[config.mk]
export PLATFORM = sky130hd
export DESIGN_NAME = multicycle_ctrl_flat
export DESIGN_NICKNAME = d
export VERILOG_FILES = /design/src/rtl/mips_pkg.sv /design/src/rtl/multicycle_ctrl_if.sv /design/src/rtl/mc_ctrl_outdec.sv /design/src/rtl/multicycle_ctrl.sv /design/src/flat_wrapper.sv
export SDC_FILE = /design/constraint.sdc
export NUM_CORES = 1
export LEC_CHECK = 0
export CELL_PAD_IN_SITES_DETAIL_PLACEMENT = 1
export CELL_PAD_IN_SITES_GLOBAL_PLACEMENT = 2
export CORE_MARGIN = 5
export CORE_UTILIZATION = 21
export CTS_BUF_LIST = sky130_fd_sc_hd__clkbuf_4 sky130_fd_sc_hd__clkbuf_8
export DETAILED_ROUTE_END_ITERATION = 10
export PLACE_DENSITY = 0.94
export SYNTH_ARGS = -nofsm -noshare
export SYNTH_HDL_FRONTEND = slang
export SYNTH_SLANG_ARGS = --single-unit
[constraint.sdc]
create_clock -name clk -period 2.66 [get_ports clk]
set_input_delay 0.798 -clock clk [delete_from_list [all_inputs] [get_ports clk]]
set_output_delay 0.798 -clock clk [all_outputs]
set_load 0.03 [all_outputs]
[src/rtl/mips_pkg.sv]
// Shared encodings for the multicycle MIPS controller and its ALU decoder.
// Optional feature macro: MULTICYCLE_ADDI_EN (adds the ADDIEX/ADDIWB path).
package mips_pkg;

    // Controller states; ADDI states exist only when the ADDI path is built
    typedef enum logic [3:0] {
        ST_FETCH   = 4'd0,
        ST_DECODE  = 4'd1,
        ST_MEMADR  = 4'd2,
        ST_MEMRD   = 4'd3,
        ST_MEMWB   = 4'd4,
        ST_MEMWR   = 4'd5,
        ST_EXECUTE = 4'd6,
        ST_ALUWB   = 4'd7,
        ST_BRANCH  = 4'd8,
`ifdef MULTICYCLE_ADDI_EN
        ST_ADDIEX  = 4'd10,
        ST_ADDIWB  = 4'd11,
`endif
        ST_JUMP    = 4'd9
    } state_t;

    // Opcode field instr[31:26]
    localparam logic [5:0] OP_RTYPE = 6'b000000;
    localparam logic [5:0] OP_LW    = 6'b100011;
    localparam logic [5:0] OP_SW    = 6'b101011;
    localparam logic [5:0] OP_BEQ   = 6'b000100;
    localparam logic [5:0] OP_ADDI  = 6'b001000;
    localparam logic [5:0] OP_J     = 6'b000010;

    // ALU decoder requests
    localparam logic [1:0] ALUOP_ADD   = 2'b00;
    localparam logic [1:0] ALUOP_SUB   = 2'b01;
    localparam logic [1:0] ALUOP_FUNCT = 2'b10;

    // ALU B operand select
    localparam logic [1:0] SRCB_REGB = 2'b00;
    localparam logic [1:0] SRCB_FOUR = 2'b01;
    localparam logic [1:0] SRCB_IMM  = 2'b10;
    localparam logic [1:0] SRCB_IMM4 = 2'b11;

    // Next-PC select
    localparam logic [1:0] PCSRC_ALU    = 2'b00;
    localparam logic [1:0] PCSRC_ALUOUT = 2'b01;
    localparam logic [1:0] PCSRC_JUMP   = 2'b10;

    // State-derived datapath control vector
    typedef struct packed {
        logic [1:0] alu_op;
        logic       alu_src_a;
        logic [1:0] alu_src_b;
        logic [1:0] pc_src;
        logic       iord;
        logic       ir_write;
        logic       mem_write;
        logic       reg_write;
        logic       reg_dst;
        logic       mem_to_reg;
        logic       branch;
        logic       pc_write;
    } ctrl_t;

    localparam ctrl_t CTRL_IDLE = '{
        alu_op: 2'b00, alu_src_a: 1'b0, alu_src_b: 2'b00, pc_src: 2'b00,
        iord: 1'b0, ir_write: 1'b0, mem_write: 1'b0, reg_write: 1'b0,
        reg_dst: 1'b0, mem_to_reg: 1'b0, branch: 1'b0, pc_write: 1'b0
    };

    // True for opcodes the controller executes; ADDI only when its path is built
    function automatic logic op_is_legal(input logic [5:0] op);
        logic legal;
        case (op)
            OP_RTYPE, OP_LW, OP_SW, OP_BEQ, OP_J: legal = 1'b1;
`ifdef MULTICYCLE_ADDI_EN
            OP_ADDI:                              legal = 1'b1;
`endif
            default:                              legal = 1'b0;
        endcase
        return legal;
    endfunction

endpackage

[src/rtl/multicycle_ctrl_if.sv]
// Handshake between the multicycle datapath (master) and its controller (slave).
interface multicycle_ctrl_if;
    logic [5:0] opcode;
    logic       zero;
    logic [1:0] alu_op;
    logic       alu_src_a;
    logic [1:0] alu_src_b;
    logic [1:0] pc_src;
    logic       iord;
    logic       ir_write;
    logic       mem_write;
    logic       reg_write;
    logic       reg_dst;
    logic       mem_to_reg;
    logic       branch;
    logic       pc_write;
    logic       pc_en;
    logic       illegal_op;

    modport master (
        output opcode, zero,
        input  alu_op, alu_src_a, alu_src_b, pc_src, iord, ir_write, mem_write,
               reg_write, reg_dst, mem_to_reg, branch, pc_write, pc_en, illegal_op
    );

    modport slave (
        input  opcode, zero,
        output alu_op, alu_src_a, alu_src_b, pc_src, iord, ir_write, mem_write,
               reg_write, reg_dst, mem_to_reg, branch, pc_write, pc_en, illegal_op
    );
endinterface

[src/rtl/mc_ctrl_outdec.sv]
// Moore output decoder: maps the controller state to the datapath control vector.
// Optional feature macro: MULTICYCLE_ADDI_EN.
module mc_ctrl_outdec
    import mips_pkg::*;
(
    input  state_t state_i,
    output ctrl_t  ctrl_o
);

    // Per-state control assertions; anything not listed stays deasserted
    always_comb begin
        ctrl_o = CTRL_IDLE;
        case (state_i)
            ST_FETCH: begin
                ctrl_o.alu_src_b = SRCB_FOUR;
                ctrl_o.ir_write  = 1'b1;
                ctrl_o.pc_write  = 1'b1;
            end
            ST_DECODE: begin
                ctrl_o.alu_src_b = SRCB_IMM4;
            end
            ST_MEMADR: begin
                ctrl_o.alu_src_a = 1'b1;
                ctrl_o.alu_src_b = SRCB_IMM;
            end
            ST_MEMRD: begin
                ctrl_o.iord = 1'b1;
            end
            ST_MEMWB: begin
                ctrl_o.mem_to_reg = 1'b1;
                ctrl_o.reg_write  = 1'b1;
            end
            ST_MEMWR: begin
                ctrl_o.iord      = 1'b1;
                ctrl_o.mem_write = 1'b1;
            end
            ST_EXECUTE: begin
                ctrl_o.alu_src_a = 1'b1;
                ctrl_o.alu_op    = ALUOP_FUNCT;
            end
            ST_ALUWB: begin
                ctrl_o.reg_dst   = 1'b1;
                ctrl_o.reg_write = 1'b1;
            end
            ST_BRANCH: begin
                ctrl_o.alu_src_a = 1'b1;
                ctrl_o.alu_op    = ALUOP_SUB;
                ctrl_o.pc_src    = PCSRC_ALUOUT;
                ctrl_o.branch    = 1'b1;
            end
`ifdef MULTICYCLE_ADDI_EN
            ST_ADDIEX: begin
                ctrl_o.alu_src_a = 1'b1;
                ctrl_o.alu_src_b = SRCB_IMM;
            end
            ST_ADDIWB: begin
                ctrl_o.reg_write = 1'b1;
            end
`endif
            ST_JUMP: begin
                ctrl_o.pc_src   = PCSRC_JUMP;
                ctrl_o.pc_write = 1'b1;
            end
            default: begin
                ctrl_o = CTRL_IDLE;
            end
        endcase
    end

endmodule

[src/rtl/multicycle_ctrl.sv]
// Multicycle MIPS main controller: state register and next-state logic;
// outputs are decoded from the state alone except pc_en and illegal_op.
// Optional feature macro: MULTICYCLE_ADDI_EN (ADDI executes instead of trapping as illegal).
module multicycle_ctrl
    import mips_pkg::*;
(
    input  logic                  clk,
    input  logic                  rst_n,
    multicycle_ctrl_if.slave      bus
);

    state_t state_q;
    ctrl_t  ctrl_s;

    // Instruction sequencing; reset aborts any instruction back to FETCH
    always_ff @(posedge clk or negedge rst_n) begin
        if (!rst_n) begin
            state_q <= ST_FETCH;
        end else begin
            case (state_q)
                ST_FETCH:   state_q <= ST_DECODE;
                ST_DECODE: begin
                    case (bus.opcode)
                        OP_LW, OP_SW: state_q <= ST_MEMADR;
                        OP_RTYPE:     state_q <= ST_EXECUTE;
                        OP_BEQ:       state_q <= ST_BRANCH;
`ifdef MULTICYCLE_ADDI_EN
                        OP_ADDI:      state_q <= ST_ADDIEX;
`endif
                        OP_J:         state_q <= ST_JUMP;
                        default:      state_q <= ST_FETCH;
                    endcase
                end
                ST_MEMADR: begin
                    // Opcode is held stable from DECODE, so the final else is a safety net
                    if (bus.opcode == OP_LW) begin
                        state_q <= ST_MEMRD;
                    end else if (bus.opcode == OP_SW) begin
                        state_q <= ST_MEMWR;
                    end else begin
                        state_q <= ST_FETCH;
                    end
                end
                ST_MEMRD:   state_q <= ST_MEMWB;
                ST_EXECUTE: state_q <= ST_ALUWB;
`ifdef MULTICYCLE_ADDI_EN
                ST_ADDIEX:  state_q <= ST_ADDIWB;
                ST_ADDIWB:  state_q <= ST_FETCH;
`endif
                ST_MEMWB:   state_q <= ST_FETCH;
                ST_MEMWR:   state_q <= ST_FETCH;
                ST_ALUWB:   state_q <= ST_FETCH;
                ST_BRANCH:  state_q <= ST_FETCH;
                ST_JUMP:    state_q <= ST_FETCH;
                default:    state_q <= ST_FETCH;
            endcase
        end
    end

    mc_ctrl_outdec u_outdec (
        .state_i (state_q),
        .ctrl_o  (ctrl_s)
    );

    assign bus.alu_op     = ctrl_s.alu_op;
    assign bus.alu_src_a  = ctrl_s.alu_src_a;
    assign bus.alu_src_b  = ctrl_s.alu_src_b;
    assign bus.pc_src     = ctrl_s.pc_src;
    assign bus.iord       = ctrl_s.iord;
    assign bus.ir_write   = ctrl_s.ir_write;
    assign bus.mem_write  = ctrl_s.mem_write;
    assign bus.reg_write  = ctrl_s.reg_write;
    assign bus.reg_dst    = ctrl_s.reg_dst;
    assign bus.mem_to_reg = ctrl_s.mem_to_reg;
    assign bus.branch     = ctrl_s.branch;
    assign bus.pc_write   = ctrl_s.pc_write;

    // Branch is taken in the BRANCH cycle itself using the live zero flag
    assign bus.pc_en      = ctrl_s.pc_write | (ctrl_s.branch & bus.zero);
    assign bus.illegal_op = (state_q == ST_DECODE) && !op_is_legal(bus.opcode);

endmodule

[src/flat_wrapper.sv]
// flat-port wrapper written by rule: the top's interface ports become plain ports
module multicycle_ctrl_flat import mips_pkg::*;
  (clk, rst_n, bus_opcode, bus_zero, bus_alu_op, bus_alu_src_a, bus_alu_src_b, bus_pc_src, bus_iord, bus_ir_write, bus_mem_write, bus_reg_write, bus_reg_dst, bus_mem_to_reg, bus_branch, bus_pc_write, bus_pc_en, bus_illegal_op);
  multicycle_ctrl_if bus_i ();
  input  logic clk;
  input  logic rst_n;
  input wire logic [$bits(bus_i.opcode)-1:0] bus_opcode;
  input wire logic [$bits(bus_i.zero)-1:0] bus_zero;
  output wire logic [$bits(bus_i.alu_op)-1:0] bus_alu_op;
  output wire logic [$bits(bus_i.alu_src_a)-1:0] bus_alu_src_a;
  output wire logic [$bits(bus_i.alu_src_b)-1:0] bus_alu_src_b;
  output wire logic [$bits(bus_i.pc_src)-1:0] bus_pc_src;
  output wire logic [$bits(bus_i.iord)-1:0] bus_iord;
  output wire logic [$bits(bus_i.ir_write)-1:0] bus_ir_write;
  output wire logic [$bits(bus_i.mem_write)-1:0] bus_mem_write;
  output wire logic [$bits(bus_i.reg_write)-1:0] bus_reg_write;
  output wire logic [$bits(bus_i.reg_dst)-1:0] bus_reg_dst;
  output wire logic [$bits(bus_i.mem_to_reg)-1:0] bus_mem_to_reg;
  output wire logic [$bits(bus_i.branch)-1:0] bus_branch;
  output wire logic [$bits(bus_i.pc_write)-1:0] bus_pc_write;
  output wire logic [$bits(bus_i.pc_en)-1:0] bus_pc_en;
  output wire logic [$bits(bus_i.illegal_op)-1:0] bus_illegal_op;
  assign bus_i.opcode = bus_opcode;
  assign bus_i.zero = bus_zero;
  assign bus_alu_op = bus_i.alu_op;
  assign bus_alu_src_a = bus_i.alu_src_a;
  assign bus_alu_src_b = bus_i.alu_src_b;
  assign bus_pc_src = bus_i.pc_src;
  assign bus_iord = bus_i.iord;
  assign bus_ir_write = bus_i.ir_write;
  assign bus_mem_write = bus_i.mem_write;
  assign bus_reg_write = bus_i.reg_write;
  assign bus_reg_dst = bus_i.reg_dst;
  assign bus_mem_to_reg = bus_i.mem_to_reg;
  assign bus_branch = bus_i.branch;
  assign bus_pc_write = bus_i.pc_write;
  assign bus_pc_en = bus_i.pc_en;
  assign bus_illegal_op = bus_i.illegal_op;
  multicycle_ctrl u_core (.clk(clk), .rst_n(rst_n), .bus(bus_i));
endmodule
# Word-level counts from Yosys, hierarchy flattened
# Index checks and enable logic that the tools add are counted.
# word_totals
word_cells	43
reg_bits	4
output_inout_bits	17
input_bits	9
# op_classes
n_bitwise	2
n_reduce_logical	10
eq_ne	13
muxes	17
# ops
cell	n
4-bit one-hot mux with 5 select lines	1
4-bit by 3-bit equality test with 1-bit output (second input constant)	4
4-bit one-hot mux with 4 select lines	1
6-bit equality test (second input constant)	2
1-bit 2-to-1 mux	10
4-bit by 2-bit equality test with 1-bit output (second input constant)	2
4-bit equality test (second input constant)	2
2-bit one-hot mux with 2 select lines	2
2-bit OR reduction	4
6-bit by 2-bit equality test with 1-bit output (second input constant)	1
6-bit by 3-bit equality test with 1-bit output (second input constant)	1
6-bit zero test	1
2-bit one-hot mux with 3 select lines	1
5-bit OR reduction	1
4-bit by 1-bit equality test with 1-bit output (second input constant)	1
4-bit zero test	1
4-bit 2-to-1 mux	1
3-bit 2-to-1 mux	1
3-bit OR reduction	1
1-bit AND	1
1-bit logical AND	1
1-bit zero test	1
1-bit OR	1

# Logic depth before layout (Yosys ltp)
# depth
word_depth	5
mapped_depth	4

# By module
# Synthesis repeated with hierarchy kept, for this count alone.
# hier_totals
cells_unflattened	56
hier_area_um2	490.5
# by_module_without_submodules
module	instances	seq_area_each_um2	cells_per_inst	area_each_um2
multicycle_ctrl	1	100.1	30	277.8
mc_ctrl_outdec	1	0.0	26	212.7

# Worst setup path after synthesis
# Ideal clock, no wire load.
# synth_path
path_kind	in2out
start	input bus_zero
end	output bus_pc_en
arrival_ns	2.413
path_buffers	0
setup_slack_ns	-0.551
required_ns	1.862
cell_stages	2
path_cell_list	nor2_1 a2111oi_0
# synth_between
elab_chain_cells	2
# synth_lines
element	line	rtl
start, declared	flat_wrapper.sv:8	input wire logic [$bits(bus_i.zero)-1:0] bus_zero;
1-bit AND	multicycle_ctrl.sv:79	assign bus.pc_en = ctrl_s.pc_write | (ctrl_s.branch & bus.zero);
1-bit OR	multicycle_ctrl.sv:79	
end, declared	flat_wrapper.sv:21	output wire logic [$bits(bus_i.pc_en)-1:0] bus_pc_en;
# No other way between the ends.

# Final worst setup path
# Same ends and word-level chain as after synthesis.

==> run metrics <==
Worst EP arrival=1.82 ns; Reg clk slew, reported paths=0.04 ns; IO Count=26; Total Die Area=3140 um^2; die extent in y=approximately 56 um; Largest regs=u_core.state_q: 4 flops; Min-Delay Path Class=flop to flop; fill count=around 240; WP buf/inv=2; number of flops mapped to enable cells by yosys=0; Clock Latency Late Sink=~0.24 ns; final wirelength=1630 um; Slew @ Worst Pin=0.342 ns; multi-input logic area=around 380 um^2; leak pwr=0.494 nW; first-pass GRT wire length=2790 um; critical-path cell list=clkdlybuf4s50_1 > nor2_1 > a2111oi_2 > buf_4; RSZ-0062 raised after global routing=true; CP max stage delay=0.46 ns; CP Launch Type=primary input; # diodes=0; crit-path max FO=1; Hold Buf Count CTS=0; Tot Pwr=0.000535 W; crit-path leading delay family=buffers and inverters; vias in the first global route=600; Routed WL per cell=13.2 um; commonest cells after routing, fill and taps aside=14 x buf_4, 8 x dlymetal6s2s_1, 7 x nor2_1, 7 x clkdlybuf4s50_1, 6 x nor3_1; most common cell after layout, fill and taps aside=buf_4; Core Box Area=1980 um^2; pin count of the biggest net entering global routing=16; number of remaining DRC errors=0; area delta synth->final=104%; Starting DRT DRC Count=2; Gate Count Post-Synth=just under 60; post-synth top area share=around 22%; Pint=0.000276 W; Final GP Congestion=0.808; pwr/cell area=588 nW/um^2; initial antenna violation count=0; gr ovfl total=0; FP Rows=16; CTS tree=built; Post-DRT Antenna Nets=0; layout cells sized above 1=40.6%; sw power=0.000259 W; Port Buffers=25; Final Hold Viols=0; drt first pass iters=2; Final Max Tran Viols=0; Clk pwr share=14.6%; synth warn=0; via count=584; Max Cap Viol=0; Largest Register=u_core.state_q; Total GRT Usage=between 10% and 20%; TritonCTS Buffers=3; ranking of synthesized cells by area=dfrtp_1 22%, nor3_1 7.9%, nor2_1 5.9%; H-tree depth=1; Initial Utilization=about 22%; Max Root-Sink Buffers=2; Netlist cell types=29; vias per cell=roughly 4.7; sequential fraction of the synthesis area=22.5%; Register Area=104 um^2; dominant cell type by area after synthesis=dfrtp_1; Synthesized Nets=68; synthesized area=around 450 um^2; DP HPWL=1290 um; Clock Skew=0.00278 ns; ys flop type=dfrtp_1; Final min period=2.61 ns; critical path capture point type=primary output; worst path required time=between 1.5 and 2 ns; Die X=56.1 um; Max Freq=0.382 GHz; Logic pwr share=65.1%; clock sinks=4; Reg power frac=20.4%; nets=107; worst relative slew slack=between 70 and 80%; final setup vio count=0; synthesized flop and latch total=4; Fin Hold WS=0.688 ns; fin crit share=98.3%; Mean Syn Cell Area=about 7.5 um^2; WS Path Type=primary input to primary output; CP max stage cell=clkdlybuf4s50_1; max reg flops=4; Post-synth ARST share=between 90% and 100%; worst ir drop on vdd=0.000298 V; status=completed; Root Buffer=clkbuf_4; Switching Share=about 48%
[cell families (layout without fill, tap and decap cells)]
logic type	Yosys count	in the layout	synth area share, %
DFF	4	4	22.5
and+or+nand+nor	38	38	51.1
muxes	2	2	5.06
buffers and inverters	7	44	7.87
AOI/OAI and AO/OA	5	5	7.58
xor gates and xnor gates	3	3	5.90
[worst register-to-register path, cell delays in order, from the launching register on]
cell and delay (ns):
dfrtp_2 0.43, buf_4 0.18, or4b_4 0.57, buf_4 0.17, nor4_2 0.25
[cells in the mapped netlist (all sizes together) (2+ instances only)]
cell type,instances
or2,2
nand2,2
and3,2
dfrtp,4
nand3b,2
nor3,7
buf,5
nor4,4
mux2,2
nand2b,4
inv,2
xnor2,2
nor2,7
[through the flow]
step / worst slack (ns) / utilization [%] / TNS (ns) / std cells / area [um^2]
2_1_floorplan: 0.128 / - / 0 / 59 / 463
3_3_place_gp: -0.263 / 40.5 / -0.290 / 118 / 802
3_5_place_dp: -0.295 / 40.5 / -0.331 / 118 / 802
4_1_cts: -0.0339 / 43.1 / -0.0339 / 121 / 855
5_1_grt: -0.00694 / 45.8 / -0.00694 / 123 / 908
6_report: 0.0456 / 45.8 / 0 / 123 / 908
[metal layers]
metal | track usage (%) | part of all wire, % | vias to the layer above
met5 | 0 | 0 | -
met4 | 7.12 | 1.7 | 0
met3 | 2.55 | 5.0 | 3
met2 | 20.2 | 57 | 21
met1 | 11.3 | 37 | 271
li1 | - | - | 289
[path summary, 6_finish.rpt]
path	slack [ns]	start	endpoint	depth (start not counted)
setup / recovery	0.05	bus_zero	bus_pc_en	4
hold / removal	0.69	u_core.state_q[3]$_DFF_PN0_	u_core.state_q[0]$_DFF_PN0_	2
setup reg to reg	0.96	u_core.state_q[1]$_DFF_PN0_	u_core.state_q[3]$_DFF_PN0_	4
hold reg to reg	0.69	u_core.state_q[3]$_DFF_PN0_	u_core.state_q[0]$_DFF_PN0_	2
max in group asynchronous	1.72	rst_n	u_core.state_q[1]$_DFF_PN0_	1
min in group asynchronous	0.76	rst_n	u_core.state_q[2]$_DFF_PN0_	1
[power groups by stage]
stage               Sequential (W)  Combinational [W]  Clock [W]
finish                    0.000109           0.000348  0.0000778
global route              0.000112           0.000372  0.0000856
CTS                       0.000107           0.000339  0.0000810
detailed placement        0.000106           0.000335          0
global placement          0.000105           0.000326          0
floorplan                0.0000817           0.000228          0
[timing repair]
action / 4_1_cts / 5_1_grt
setup buffers: 0 / 2
hold endpoints to repair: 0 / 0
endpoints found under the setup margin: 6 / 8
gates cloned: 0 / 0
resized for setup: 16 / 19
pin swaps: 3 / 2
[cell type report]
type	count	share of cell area, %
Multi-Input combinational cell	48	42.3
Timing Repair Buffer	39	39.3
Tap cell	27	3.72
Sequential cell	4	11.4
Inverter	2	0.826
Clock buffer	3	2.48
(Power assumes the default switching activity.)
